===== src/rtl/pipe_ctrl_pkg.sv =====
// rtl/pipe_ctrl_pkg.sv - shared types and constants for the pipeline sequencing controller
package pipe_ctrl_pkg;

  localparam int REG_W        = 3;
  localparam int MAX_WAIT_DEF = 15;
  localparam int WAIT_W       = 8;

  typedef enum logic [1:0] {
    ST_RUN      = 2'd0,
    ST_MEM_WAIT = 2'd1,
    ST_ERR      = 2'd2,
    ST_UNUSED   = 2'd3
  } pipe_state_e;

endpackage


===== src/rtl/pipe_ctrl_hazard_detect.sv =====
// rtl/pipe_ctrl_hazard_detect.sv - load-use comparator between the ID instruction and a load in ID/EX
module hazard_detect
  import pipe_ctrl_pkg::*;
(
  input  logic [REG_W-1:0] id_rs1,
  input  logic [REG_W-1:0] id_rs2,
  input  logic             id_uses_rs2,
  input  logic             ex_mread,
  input  logic             ex_rwrite,
  input  logic [REG_W-1:0] ex_wreg,
  output logic             lu
);

  // Every register index participates; r0 is an ordinary register in this core.
  assign lu = ex_mread & ex_rwrite &
              ((ex_wreg == id_rs1) | (id_uses_rs2 & (ex_wreg == id_rs2)));

endmodule


===== src/rtl/pipe_ctrl.sv =====
// rtl/pipe_ctrl.sv - per-cycle advance/hold/clear decisions for PC and the four pipeline registers
module pipe_ctrl
  import pipe_ctrl_pkg::*;
#(
  parameter int MAX_WAIT = MAX_WAIT_DEF,
  parameter int CNT_W    = 16
) (
  input  logic             clk,
  input  logic             rst,
  input  logic [REG_W-1:0] id_rs1,
  input  logic [REG_W-1:0] id_rs2,
  input  logic             id_uses_rs2,
  input  logic             ex_mread,
  input  logic             ex_rwrite,
  input  logic [REG_W-1:0] ex_wreg,
  input  logic             ex_br_taken,
  input  logic             mem_req,
  input  logic             mem_ack,
  output logic             pc_en,
  output logic             ifid_en,
  output logic             idex_en,
  output logic             exmem_en,
  output logic             memwb_en,
  output logic             ifid_flush,
  output logic             idex_bubble,
  output logic [1:0]       state,
  output logic             err,
  output logic [CNT_W-1:0] stall_cycles
);

  pipe_state_e       state_q, state_d;
  logic [WAIT_W-1:0] wait_q, wait_d;
  logic [CNT_W-1:0]  stall_q;
  logic              lu;
  logic              run_rules;

  hazard_detect u_hazard_detect (
    .id_rs1      (id_rs1),
    .id_rs2      (id_rs2),
    .id_uses_rs2 (id_uses_rs2),
    .ex_mread    (ex_mread),
    .ex_rwrite   (ex_rwrite),
    .ex_wreg     (ex_wreg),
    .lu          (lu)
  );

  always_ff @(posedge clk) begin
    if (rst) begin
      state_q <= ST_RUN;
      wait_q  <= '0;
      stall_q <= '0;
    end else begin
      state_q <= state_d;
      wait_q  <= wait_d;
      if (!pc_en && (stall_q != {CNT_W{1'b1}}))
        stall_q <= stall_q + CNT_W'(1);
    end
  end

  always_comb begin
    state_d   = state_q;
    wait_d    = wait_q;
    run_rules = 1'b0;

    unique case (state_q)
      ST_RUN: begin
        if (mem_req && !mem_ack) begin
          state_d = ST_MEM_WAIT;
          wait_d  = WAIT_W'(1);
        end else begin
          run_rules = 1'b1;
        end
      end
      ST_MEM_WAIT: begin
        // An ack in the timeout cycle still completes the access.
        if (mem_ack) begin
          run_rules = 1'b1;
          state_d   = ST_RUN;
          wait_d    = '0;
        end else if (wait_q == WAIT_W'(MAX_WAIT)) begin
          state_d = ST_ERR;
        end else begin
          wait_d = wait_q + WAIT_W'(1);
        end
      end
      ST_ERR: begin
        state_d = ST_ERR;
      end
      default: begin
        state_d = ST_RUN;
        wait_d  = '0;
      end
    endcase
  end

  always_comb begin
    pc_en       = 1'b0;
    ifid_en     = 1'b0;
    idex_en     = 1'b0;
    exmem_en    = 1'b0;
    memwb_en    = 1'b0;
    ifid_flush  = 1'b0;
    idex_bubble = 1'b0;

    if (rst) begin
      ifid_flush  = 1'b1;
      idex_bubble = 1'b1;
    end else if (run_rules) begin
      pc_en    = 1'b1;
      ifid_en  = 1'b1;
      idex_en  = 1'b1;
      exmem_en = 1'b1;
      memwb_en = 1'b1;
      // A taken branch squashes the ID instruction, so its load-use hazard is moot.
      if (ex_br_taken) begin
        ifid_flush  = 1'b1;
        idex_bubble = 1'b1;
      end else if (lu) begin
        pc_en       = 1'b0;
        ifid_en     = 1'b0;
        idex_bubble = 1'b1;
      end
    end
  end

  assign state        = state_q;
  assign err          = (state_q == ST_ERR) && !rst;
  assign stall_cycles = stall_q;

endmodule


===== config.mk =====
export PLATFORM = sky130hd
export DESIGN_NAME = pipe_ctrl
export DESIGN_NICKNAME = d
export VERILOG_FILES = /design/src/rtl/pipe_ctrl_pkg.sv /design/src/rtl/pipe_ctrl_hazard_detect.sv /design/src/rtl/pipe_ctrl.sv
export SDC_FILE = /design/constraint.sdc
export NUM_CORES = 1
export LEC_CHECK = 0
export ABC_AREA = 1
export BUFFER_PORTS_ARGS = -buffer_cell sky130_fd_sc_hd__buf_2
export CAP_MARGIN = 30
export CORE_MARGIN = 3
export CORE_UTILIZATION = 50
export CTS_BUF_LIST = sky130_fd_sc_hd__clkbuf_2 sky130_fd_sc_hd__clkbuf_4 sky130_fd_sc_hd__clkbuf_8
export DETAILED_ROUTE_END_ITERATION = 10
export HOLD_SLACK_MARGIN = 0.12
export MAX_ROUTING_LAYER = met4
export PLACE_DENSITY = 0.76
export SYNTH_ARGS = -nofsm -noshare
export SYNTH_HDL_FRONTEND = slang
export SYNTH_SLANG_ARGS = --single-unit

===== constraint.sdc =====
create_clock -name clk -period 2.41 [get_ports clk]
set_input_delay 0 -clock clk [delete_from_list [all_inputs] [get_ports clk]]
set_output_delay 0 -clock clk [all_outputs]
set_load 0.05 [all_outputs]

==> results of run 1 <==
## timing repair
item | 4_1_cts | 5_1_grt
hold buffers | 2 | 0
resized for setup | 0 | 0
setup buffers | 0 | 0
hold endpoints to repair | 3 | 0
## logic make-up (layout without fill, tap and decap cells)
family,Yosys count,after routing,synth area share (%)
buffers and inverters,44,85,11.4
xor gates and xnor gates,14,14,7.21
and+or+nand+nor,149,149,37.5
AOI/OAI and AO/OA,31,31,11.8
DFF,26,26,30.6
adders and majority gates,2,2,1.47
## layout make-up
cell class                      instances  area (um^2)  share of cell area, %
Tap cell                               44         55.1                   2.77
Inverter                               35          135                   6.81
Timing Repair Buffer                   46          245                   12.4
Sequential cell                        26          522                   26.3
Multi-Input combinational cell        196          992                   50.0
Clock buffer                            4         36.3                   1.83
## Yosys cell counts, types with 2 or more instances
library cell,n,area share (%)
nand2_1,70,15
nor2_1,35,7.7
inv_1,33,7.3
nand3_1,31,9.1
dfxtp_1,26,31
a21oi_1,13,3.8
a21oi_2,11,5.7
xnor2_1,7,3.6
xor2_1,7,3.6
nor3_1,6,1.8
o21ai_0,4,1.2
buf_4,3,1.3
buf_2,2,0.59
buf_6,2,1.3
ha_1,2,1.5
inv_2,2,0.44
nand2_2,2,0.74
nor2_2,2,0.74
## sequential cells by signal, summed over array words and instances (netlist names)
name          count
stall_cycles     16
wait_q            8
state             2
## worst max-delay path: stages, from the launching register on
cell and delay [ns]:
dfxtp_1 0.47, ha_1 0.25, nand2_2 0.09, nor3_4 0.23, nand3_1 0.14, nor2_2 0.11, nand2_2 0.22, nand2_4 0.26
nand2_1 0.09, a21oi_2 0.12
## routing by layer
layer  track usage (%)  part of all wire (%)  vias to the layer above
met2              32.1                    44                       44
met1              27.4                    50                      760
met3              3.16                   5.9                        2
met4              3.17                  0.57                        0
li1                  -                     -                      919
met5                 -                     0                        -
## power groups by stage
| stage | combinational [mW] | clock, mW | sequential (mW) |
|---|---|---|---|
| floorplan | 0.326 | 0 | 0.550 |
| global placement | 0.456 | 0 | 0.491 |
| detailed placement | 0.462 | 0 | 0.492 |
| CTS | 0.465 | 0.228 | 0.483 |
| global route | 0.507 | 0.240 | 0.488 |
| finish | 0.463 | 0.218 | 0.483 |
## worst paths after layout
check / from / to / depth (start not counted)
min reg2reg: wait_q[2] / wait_q[2] / 2
min: rst / stall_cycles[5] / 3
max: stall_cycles[0] / stall_cycles[10] / 9
max reg2reg: stall_cycles[0] / stall_cycles[10] / 9
==> run summary, run 1 <==
Seq cells post-synth -> 26
CTS tree -> built
Reg clk slew, reported paths -> 0.14 ns
pwr dens -> 586 mW/mm^2
final setup margin -> 0.367 ns
crit path DAT -> 2.30 ns
Syn. warnings -> 0
ys async rst share -> 0%
Tcrit/Tclk final -> 84.8%
initial core utilization -> 54.0%
Synth Instances -> 266
Sw Pwr -> 499 uW
commonest non-fill, non-tap cells in the layout -> 70 x nand2_1, 42 x buf_2, 35 x nor2_1
Area Overhead vs Synth -> 16.7%
Syn Std Cell Area -> 0.00170 mm^2
Inserted Clock Buffers -> 3
Hold Fails Final Rpt -> 0
logic gate share of total power -> 39.8%
via count -> 1725
setup TNS -> 0 ns
routability-driven placement congestion ratio -> 0.989
final core utilization -> 63.0%
worst skew pair latency -> 0.31 ns
die area -> 0.00414 mm^2
Worst Skew -> 0.00707 ns
final layout net count -> 327
chip height -> 64.3 um
share of cells above drive strength 1 -> 22.5%
clock tree buffer depth -> 2
IO Pins -> 43
critical path class -> flop to flop
fmax -> 0.489 GHz
first-pass GRT wire length -> 6.68 mm
largest net degree at the start of global routing -> 22
initial antenna violation count -> 0
CP Capture Type -> flop
remaining global-route overflow -> 0
status -> finished clean
commonest non-fill, non-tap cell in the layout -> nand2_1
placed cell area -> 0.00193 mm^2
detailed-route vias per instance -> 4.91
slew at the pin with the worst max-slew slack -> 0.397 ns
drt total wl -> 3.71 mm
internal power -> 665 uW
Core Area -> 0.00315 mm^2
Non-Filler Instances -> 351
Final Max Slew Viols -> 0
Max-slew headroom -> 73.5%
FP Rows -> 20
overall power -> 1.16 mW
Startpoint Class -> flop
Critical Path RT -> 2.67 ns
vias in the first global route -> 1520
worst slack, placed -> 0.412 ns
clock root buffer master -> clkbuf_4
max_cap viols -> 0
Tightest Hold Check Type -> primary input to flop
Syn Area/Cell -> 6.40 um^2
P_leak -> 0.900 nW
placed cells -> 345
Mapped Nets -> 285
Die Wd -> 64.3 um
Inserted Diodes -> 0
Setup Viol. Count Final -> 0
Clk network pwr share -> 18.7%
DR pass1 iterations -> 5
number of port buffers -> 42
crit-path max FO -> 17
Post-DRT Antenna Nets -> 0
CTS Sinks -> 26
Final Cell Area -> 0.00199 mm^2
Wirelength per Cell -> 10.6 um
GRT Total Usage -> 20.1%
Most used DFF post-synth -> dfxtp_1
crit path time final -> 2.04 ns
Peak VDD IR -> 0.277 mV
Fin Hold WS -> 0.169 ns
sequential power share -> 41.5%
fill count -> 330
synth unique cells -> 26
RSZ-0062 raised after global routing -> false
switching share of power -> 42.9%
Iteration-0 DRC Markers -> 77
H-tree depth -> 1
Post-synth EDFFs -> 0
hpwl dp -> 2.91 mm
drt drc -> 0
Seq/Total Area, Yosys -> 30.6%
R2R setup slack -> 0.37 ns
(Power assumes the default switching activity.)
==> run 2, diff against run 1 <==
ABC_AREA = 0   (was 1)
CORE_UTILIZATION = 48   (was 50)
PLACE_DENSITY = 0.78   (was 0.76)
clock period = 1.7 ns   (was 2.41 ns; I/O delays follow)
==> run 2 against run 1 <==
  * Clock power rose by 93%
  * Critical path depth fell by 4
  * Core utilization increased by 11 points
  * Die area fell by 10%
  * The run now ends with negative setup slack left
  * Cell area is 4.8% higher
  * Maximum frequency rose by 19%
  * First-iteration DRC count is 10% lower
  * Clock skew increased by 0.00086 ns
  * Synthesized area fell by 15%
  * Register-to-register slack lost 0.38 ns
  * Non-clock buffer count grew 26
  * Critical endpoint is now stall_cycles[11]
==> run summary, run 2 <==
Die Wd -> 60.9 um (-5.3%)
Syn Area/Cell -> 8.23 um^2 (+29%)
Post-synth EDFFs -> 0 (unchanged)
r2r endpoint -> stall_cycles[11]
detailed-route vias per instance -> 5.51 (+12%)
vias in the first global route -> 1444 (-5.0%)
leading area contributor after synthesis -> dfxtp_1
R2R setup slack -> -0.01 ns (-0.38 ns)
Fin Hold WS -> 0.142 ns (-0.0277 ns)
CTS Sinks -> 26 (unchanged)
Most used DFF post-synth -> dfxtp_1
crit path to -> stall_cycles[11]
FP Rows -> 19 (-5.0%)
clock root buffer master -> clkbuf_4
GRT Total Usage -> 22.1% (+2.0 points)
crit path time final -> 1.71 ns (-0.332 ns)
drt drc -> 0 (unchanged)
die area -> 0.00371 mm^2 (-10%)
final layout net count -> 262 (-20%)
Post-DRT Antenna Nets -> 0 (unchanged)
FF-to-FF path depth -> 5 (-4)
Syn. warnings -> 0 (unchanged)
Reg clk slew, reported paths -> 0.15 ns (about the same)
IO Pins -> 43 (unchanged)
max reg flops -> 16 (unchanged)
Mapped Nets -> 195 (-32%)
placed cell area -> 0.00191 mm^2 (-1.1%)
Wirelength per Cell -> 14.0 um (+32%)
Peak VDD IR -> 0.369 mV (+33%)
Critical Path RT -> 1.92 ns (-0.75 ns)
Setup Viol. Count Final -> 1 (+1)
status -> finished, violations left
Seq cells post-synth -> 26 (unchanged)
Final Cell Area -> 0.00208 mm^2 (+4.8%)
Hold Fails Final Rpt -> 0 (unchanged)
largest net degree at the start of global routing -> 28 (+27%)
Inserted Clock Buffers -> 3 (unchanged)
first-pass GRT wire length -> 6.13 mm (-8.3%)
Synth Instances -> 176 (-34%)
initial core utilization -> 51.7% (-2.3 points)
Worst Skew -> 0.00794 ns (+0.000863 ns)
commonest non-fill, non-tap cells in the layout -> 36 x buf_2, 27 x buf_4, 21 x nor2_1
final setup margin -> -0.0110 ns (-0.378 ns)
P_leak -> 0.886 nW (-1.6%)
Seq/Total Area, Yosys -> 35.9% (+5.3 points)
DR pass1 iterations -> 4 (-1)
critical path class -> flop to flop
pwr dens -> 648 mW/mm^2 (+11%)
commonest non-fill, non-tap cell in the layout -> buf_2
crit-path max FO -> 5 (-12)
failing checks -> negative setup slack
CP Capture Type -> flop
share of the synthesized area in the top cell type -> 35.9% (+5.3 points)
Max-slew headroom -> 70.5% (-3.0 points)
max_cap viols -> 0 (unchanged)
fmax -> 0.584 GHz (+19%)
slew at the pin with the worst max-slew slack -> 0.438 ns (+0.0410 ns)
chip height -> 60.9 um (-5.3%)
fill count -> 220 (-33%)
initial antenna violation count -> 0 (unchanged)
crit path DAT -> 1.93 ns (-0.37 ns)
RSZ-0062 raised after global routing -> true
RR Startpoint -> stall_cycles[4]
H-tree depth -> 1 (unchanged)
remaining global-route overflow -> 0 (unchanged)
number of port buffers -> 42 (unchanged)
share of cells above drive strength 1 -> 43.8% (+21 points)
Startpoint Class -> flop
Syn Std Cell Area -> 0.00145 mm^2 (-15%)
worst skew pair latency -> 0.31 ns (about the same)
Final Max Slew Viols -> 0 (unchanged)
most common library cells after synthesis -> 26 x dfxtp_1, 23 x nor2_1, 15 x a21oi_1, 10 x o21ai_0, 9 x xnor2_1
ys async rst share -> 0% (unchanged)
routability-driven placement congestion ratio -> 0.825 (-17%)
top post-synthesis cells by area -> dfxtp_1 36%, nor2_1 6.0%, xnor2_1 5.4%
Inserted Diodes -> 0 (unchanged)
Tcrit/Tclk final -> 101% (+16 points)
synth unique cells -> 40 (+54%)
hpwl dp -> 2.86 mm (-1.8%)
Area Overhead vs Synth -> 43.6%
drt total wl -> 3.81 mm (+2.9%)
via count -> 1505 (-13%)
Core Area -> 0.00281 mm^2 (-11%)
CTS tree -> built
Critical Path Start -> stall_cycles[4]
clock tree buffer depth -> 2 (unchanged)
top-count cell post-synth -> dfxtp_1
Iteration-0 DRC Markers -> 69 (-10%)
Tightest Hold Check Type -> primary input to flop
run 2: where the power goes:
group / total, mW / switching (mW) / internal (mW) / leakage [nW]
Sequential: 0.630 / 0.0104 / 0.619 / 0.219
Combinational: 0.299 / 0.181 / 0.118 / 0.639
Clock: 0.420 / 0.182 / 0.238 / 0.0279
Total: 1.35 / 0.374 / 0.976 / 0.886
run 2: cells by family (layout without fill, tap and decap cells):
kind of cell	count (synthesis)	after routing	share of synthesized area (%)
xor gates and xnor gates	15	15	9.07
buffers and inverters	17	83	5.96
AOI/OAI and AO/OA	42	42	18.4
adders and majority gates	2	2	1.73
and+or+nand+nor	71	71	26.7
muxes	3	3	2.25
DFF	26	26	35.9
run 2: final cells by class:
cell class	instances	area, um^2	share of cell area (%)
multi-input combinational	133	923	44.4
sequential	26	551	26.5
timing repair buffer	72	489	23.5
tap	31	38.8	1.86
clock inverter	1	30.0	1.44
inverter	7	26.3	1.26
clock buffer	3	22.5	1.08
run 2: worst min path at each step:
stage / startpoint / depth (start not counted) / slack, ns / to
6_report: rst / 3 / 0.14 / stall_cycles[5]
5_1_grt: rst / 3 / 0.15 / wait_q[0]
4_1_cts: rst / 3 / 0.13 / state[1]
3_5_place_dp: mem_ack / 3 / 0.34 / state[0]
3_3_place_gp: mem_ack / 3 / 0.32 / state[0]
2_1_floorplan: mem_ack / 2 / 0.19 / state[0]
run 2: per-stage QoR:
| step | util [%] | instances | TNS, ns | worst slack [ns] | total power, mW |
|---|---|---|---|---|---|
| after floorplan | - | 176 | -1.48 | -0.170 | 0.831 |
| after global placement | 68.0 | 265 | 0 | 0.00355 | 0.897 |
| after detailed placement | 68.0 | 265 | -0.405 | -0.0800 | 0.909 |
| after CTS | 72.1 | 271 | -0.102 | -0.0382 | 1.34 |
| after global routing | 74.2 | 273 | -0.920 | -0.0883 | 1.41 |
| final | 74.2 | 273 | -0.0110 | -0.0110 | 1.35 |
run 2: repair_timing:
item | 4_1_cts | 5_1_grt
setup buffers | 0 | 3
hold buffers | 2 | 0
setup endpoints to repair | 18 | 21
pin swaps | 1 | 10
hold endpoints to repair | 2 | 0
resized for setup | 12 | 12
run 2: layer usage:
metal  routed length [um]  track usage (%)  vias up
li1                     -                -      759
met1                 1570             25.5      720
met2                 2140             40.8       24
met3                   86             1.91        2
met4                   17             5.88        0
met5                    0                -        -
run 2: critical path: stages (launching register included):
cell and delay, ns:
dfxtp_4 0.37, nand4_1 0.15, buf_4 0.19, or2_2 0.30
nor4_2 0.26, mux2_1 0.35
==> run 3, diff against run 2 <==
clock period = 1.5 ns   (was 1.7 ns; I/O delays follow)
==> run 3 against run 2 <==
  * Via count is 20% higher
  * Core utilization is 15 points higher
  * Die area stayed put
  * Maximum frequency is 8.4% lower
  * Critical path type unchanged
  * Cell area is 21% higher
  * Worst hold slack better by 0.027 ns
  * Global-route usage is 6.1 points higher
  * Total power is 21% higher
  * Worst setup slack worse by 0.36 ns
  * Critical endpoint is now stall_cycles[10]
  * Clock power is 17% higher
  * The run still ends with negative setup slack left
  * Combinational power is 43% higher
==> run summary, run 3 (synthesized netlist as in run 2, its figures left out) <==
vias in the first global route -> 1643 (+14%)
R2R setup slack -> -0.37 ns (-0.36 ns)
commonest non-fill, non-tap cell in the layout -> buf_4
overall power -> 1.63 mW (+21%)
GRT Total Usage -> 28.2% (+6.1 points)
RSZ-0062 raised after global routing -> true
Non-Filler Instances -> 300 (+9.9%)
placed cells -> 284 (+7.2%)
RR Startpoint -> stall_cycles[1]
crit-path max FO -> 6 (+1)
initial antenna violation count -> 0 (unchanged)
CP Capture Type -> flop
commonest non-fill, non-tap cells in the layout -> 47 x buf_4, 34 x buf_2, 17 x nor2_1
Die Wd -> 60.9 um (unchanged)
Core Area -> 0.00281 mm^2 (unchanged)
Tightest Hold Check Type -> primary input to flop
drt total wl -> 5.69 mm (+49%)
remaining global-route overflow -> 0 (unchanged)
Tcrit/Tclk final -> 124% (+24 points)
Peak VDD IR -> 0.562 mV (+52%)
Iteration-0 DRC Markers -> 113 (+64%)
Final Max Slew Viols -> 0 (unchanged)
clock tree buffer depth -> 2 (unchanged)
Inserted Diodes -> 0 (unchanged)
hpwl dp -> 3.02 mm (+5.6%)
IO Pins -> 43 (unchanged)
routability-driven placement congestion ratio -> 0.856 (+3.8%)
worst skew pair latency -> 0.33 ns (+0.02 ns)
Fin Hold WS -> 0.169 ns (+0.0268 ns)
number of port buffers -> 42 (unchanged)
final core utilization -> 89.6% (+15 points)
Max-slew headroom -> 58.7% (-12 points)
final setup margin -> -0.367 ns (-0.356 ns)
DR pass1 iterations -> 4 (unchanged)
H-tree depth -> 1 (unchanged)
Wirelength per Cell -> 19.0 um (+36%)
largest net degree at the start of global routing -> 28 (unchanged)
CP max-delay cell -> or4_4
Startpoint Class -> flop
CTS tree -> built
crit path DAT -> 2.13 ns (+0.20 ns)
detailed-route vias per instance -> 6.03 (+9.4%)
die area -> 0.00371 mm^2 (unchanged)
Hold Path Stages -> 3 (unchanged)
Reg clk slew, reported paths -> 0.15 ns (about the same)
chip height -> 60.9 um (unchanged)
Crit path buffers/inverters -> 2 (+1)
critical path cell sequence -> ha_4, nand3_4, or3_4, o22ai_4, buf_4, buf_6, or4_4, a21oi_2
Critical Path Stages -> 8 (+3)
WHS Endpoint -> stall_cycles[15]
pwr dens -> 648 mW/mm^2 (about the same)
Setup Viol. Count Final -> 24 (+23)
max reg flops -> 16 (unchanged)
drt drc -> 0 (unchanged)
HP Start -> rst
slew at the pin with the worst max-slew slack -> 0.603 ns (+0.165 ns)
initial core utilization -> 51.7% (unchanged)
Area Overhead vs Synth -> 73.4%
max_cap viols -> 0 (unchanged)
Inserted Clock Buffers -> 3 (unchanged)
Post-DRT Antenna Nets -> 0 (unchanged)
failing checks -> negative setup slack
kind of cell adding the most delay to the critical path -> simple AND/OR/NAND/NOR gates
crit path time final -> 1.87 ns (+0.156 ns)
Hold Fails Final Rpt -> 0 (unchanged)
clock root buffer master -> clkbuf_4
fmax -> 0.536 GHz (-8.4%)
CTS Sinks -> 26 (unchanged)
FP Rows -> 19 (unchanged)
Worst Skew -> 0.00376 ns (-0.00417 ns)
share of cells above drive strength 1 -> 63.2% (+19 points)
via count -> 1809 (+20%)
first-pass GRT wire length -> 7.48 mm (+22%)
status -> finished, violations left
Critical Path RT -> 1.76 ns (-0.16 ns)
critical path class -> flop to flop
r2r endpoint -> stall_cycles[10]
CP max stage delay -> 0.49 ns (+0.12 ns)
P_leak -> 1.06 nW (+19%)
FF-to-FF path depth -> 8 (+3)
final layout net count -> 289 (+10%)
[run 3: what timing repair did]
action                                  4_1_cts  5_1_grt
endpoints found under the setup margin       25       33
hold buffers                                  2        0
gates resized for setup                      38       42
setup buffers                                 5        7
pin swaps                                    15       20
hold endpoints to repair                      2        0
[run 3: final cells by class]
cell class | count | area (um^2)
clock buffers | 3 | 22.5
flip-flops and latches | 26 | 574
repair buffers | 99 | 742
inverters | 7 | 30.0
fillers | 109 | 293
well taps | 31 | 38.8
multi-input cells | 133 | 1070
clock inverters | 1 | 30.0
[run 3: worst max path at each step]
stage	start	slack, ns	end
after global placement	stall_cycles[1]	-0.29	stall_cycles[1]
after global routing	stall_cycles[0]	-0.40	stall_cycles[10]
final	stall_cycles[1]	-0.37	stall_cycles[10]
after floorplan	stall_cycles[1]	-0.36	stall_cycles[11]
after CTS	stall_cycles[7]	-0.25	stall_cycles[15]
after detailed placement	stall_cycles[1]	-0.33	stall_cycles[1]
[run 3: per-layer routing]
metal	part of all wire (%)	global-route usage, %
met2	54	53.4
met5	0	-
met1	36	28.4
met3	4.6	3.40
met4	6.1	12.7
[run 3: per-stage QoR]
stage | setup TNS, ns | worst slack (ns) | instance area (um^2)
after floorplan | -4.11 | -0.359 | 1570
after global placement | -2.73 | -0.286 | 2090
after detailed placement | -3.60 | -0.334 | 2090
after CTS | -3.74 | -0.255 | 2330
after global routing | -7.05 | -0.404 | 2510
final | -5.51 | -0.367 | 2510
[run 3: worst min-delay path, stage by stage]
cell and delay, ns:
buf_2 0.11, buf_4 0.32, a21oi_2 0.04
[run 3: report_power, final]
group / total [mW] / leakage (nW) / internal (mW) / switching, mW
registers: 0.707 / 0.224 / 0.693 / 0.0141
clock network: 0.492 / 0.0279 / 0.270 / 0.222
logic: 0.429 / 0.803 / 0.185 / 0.244
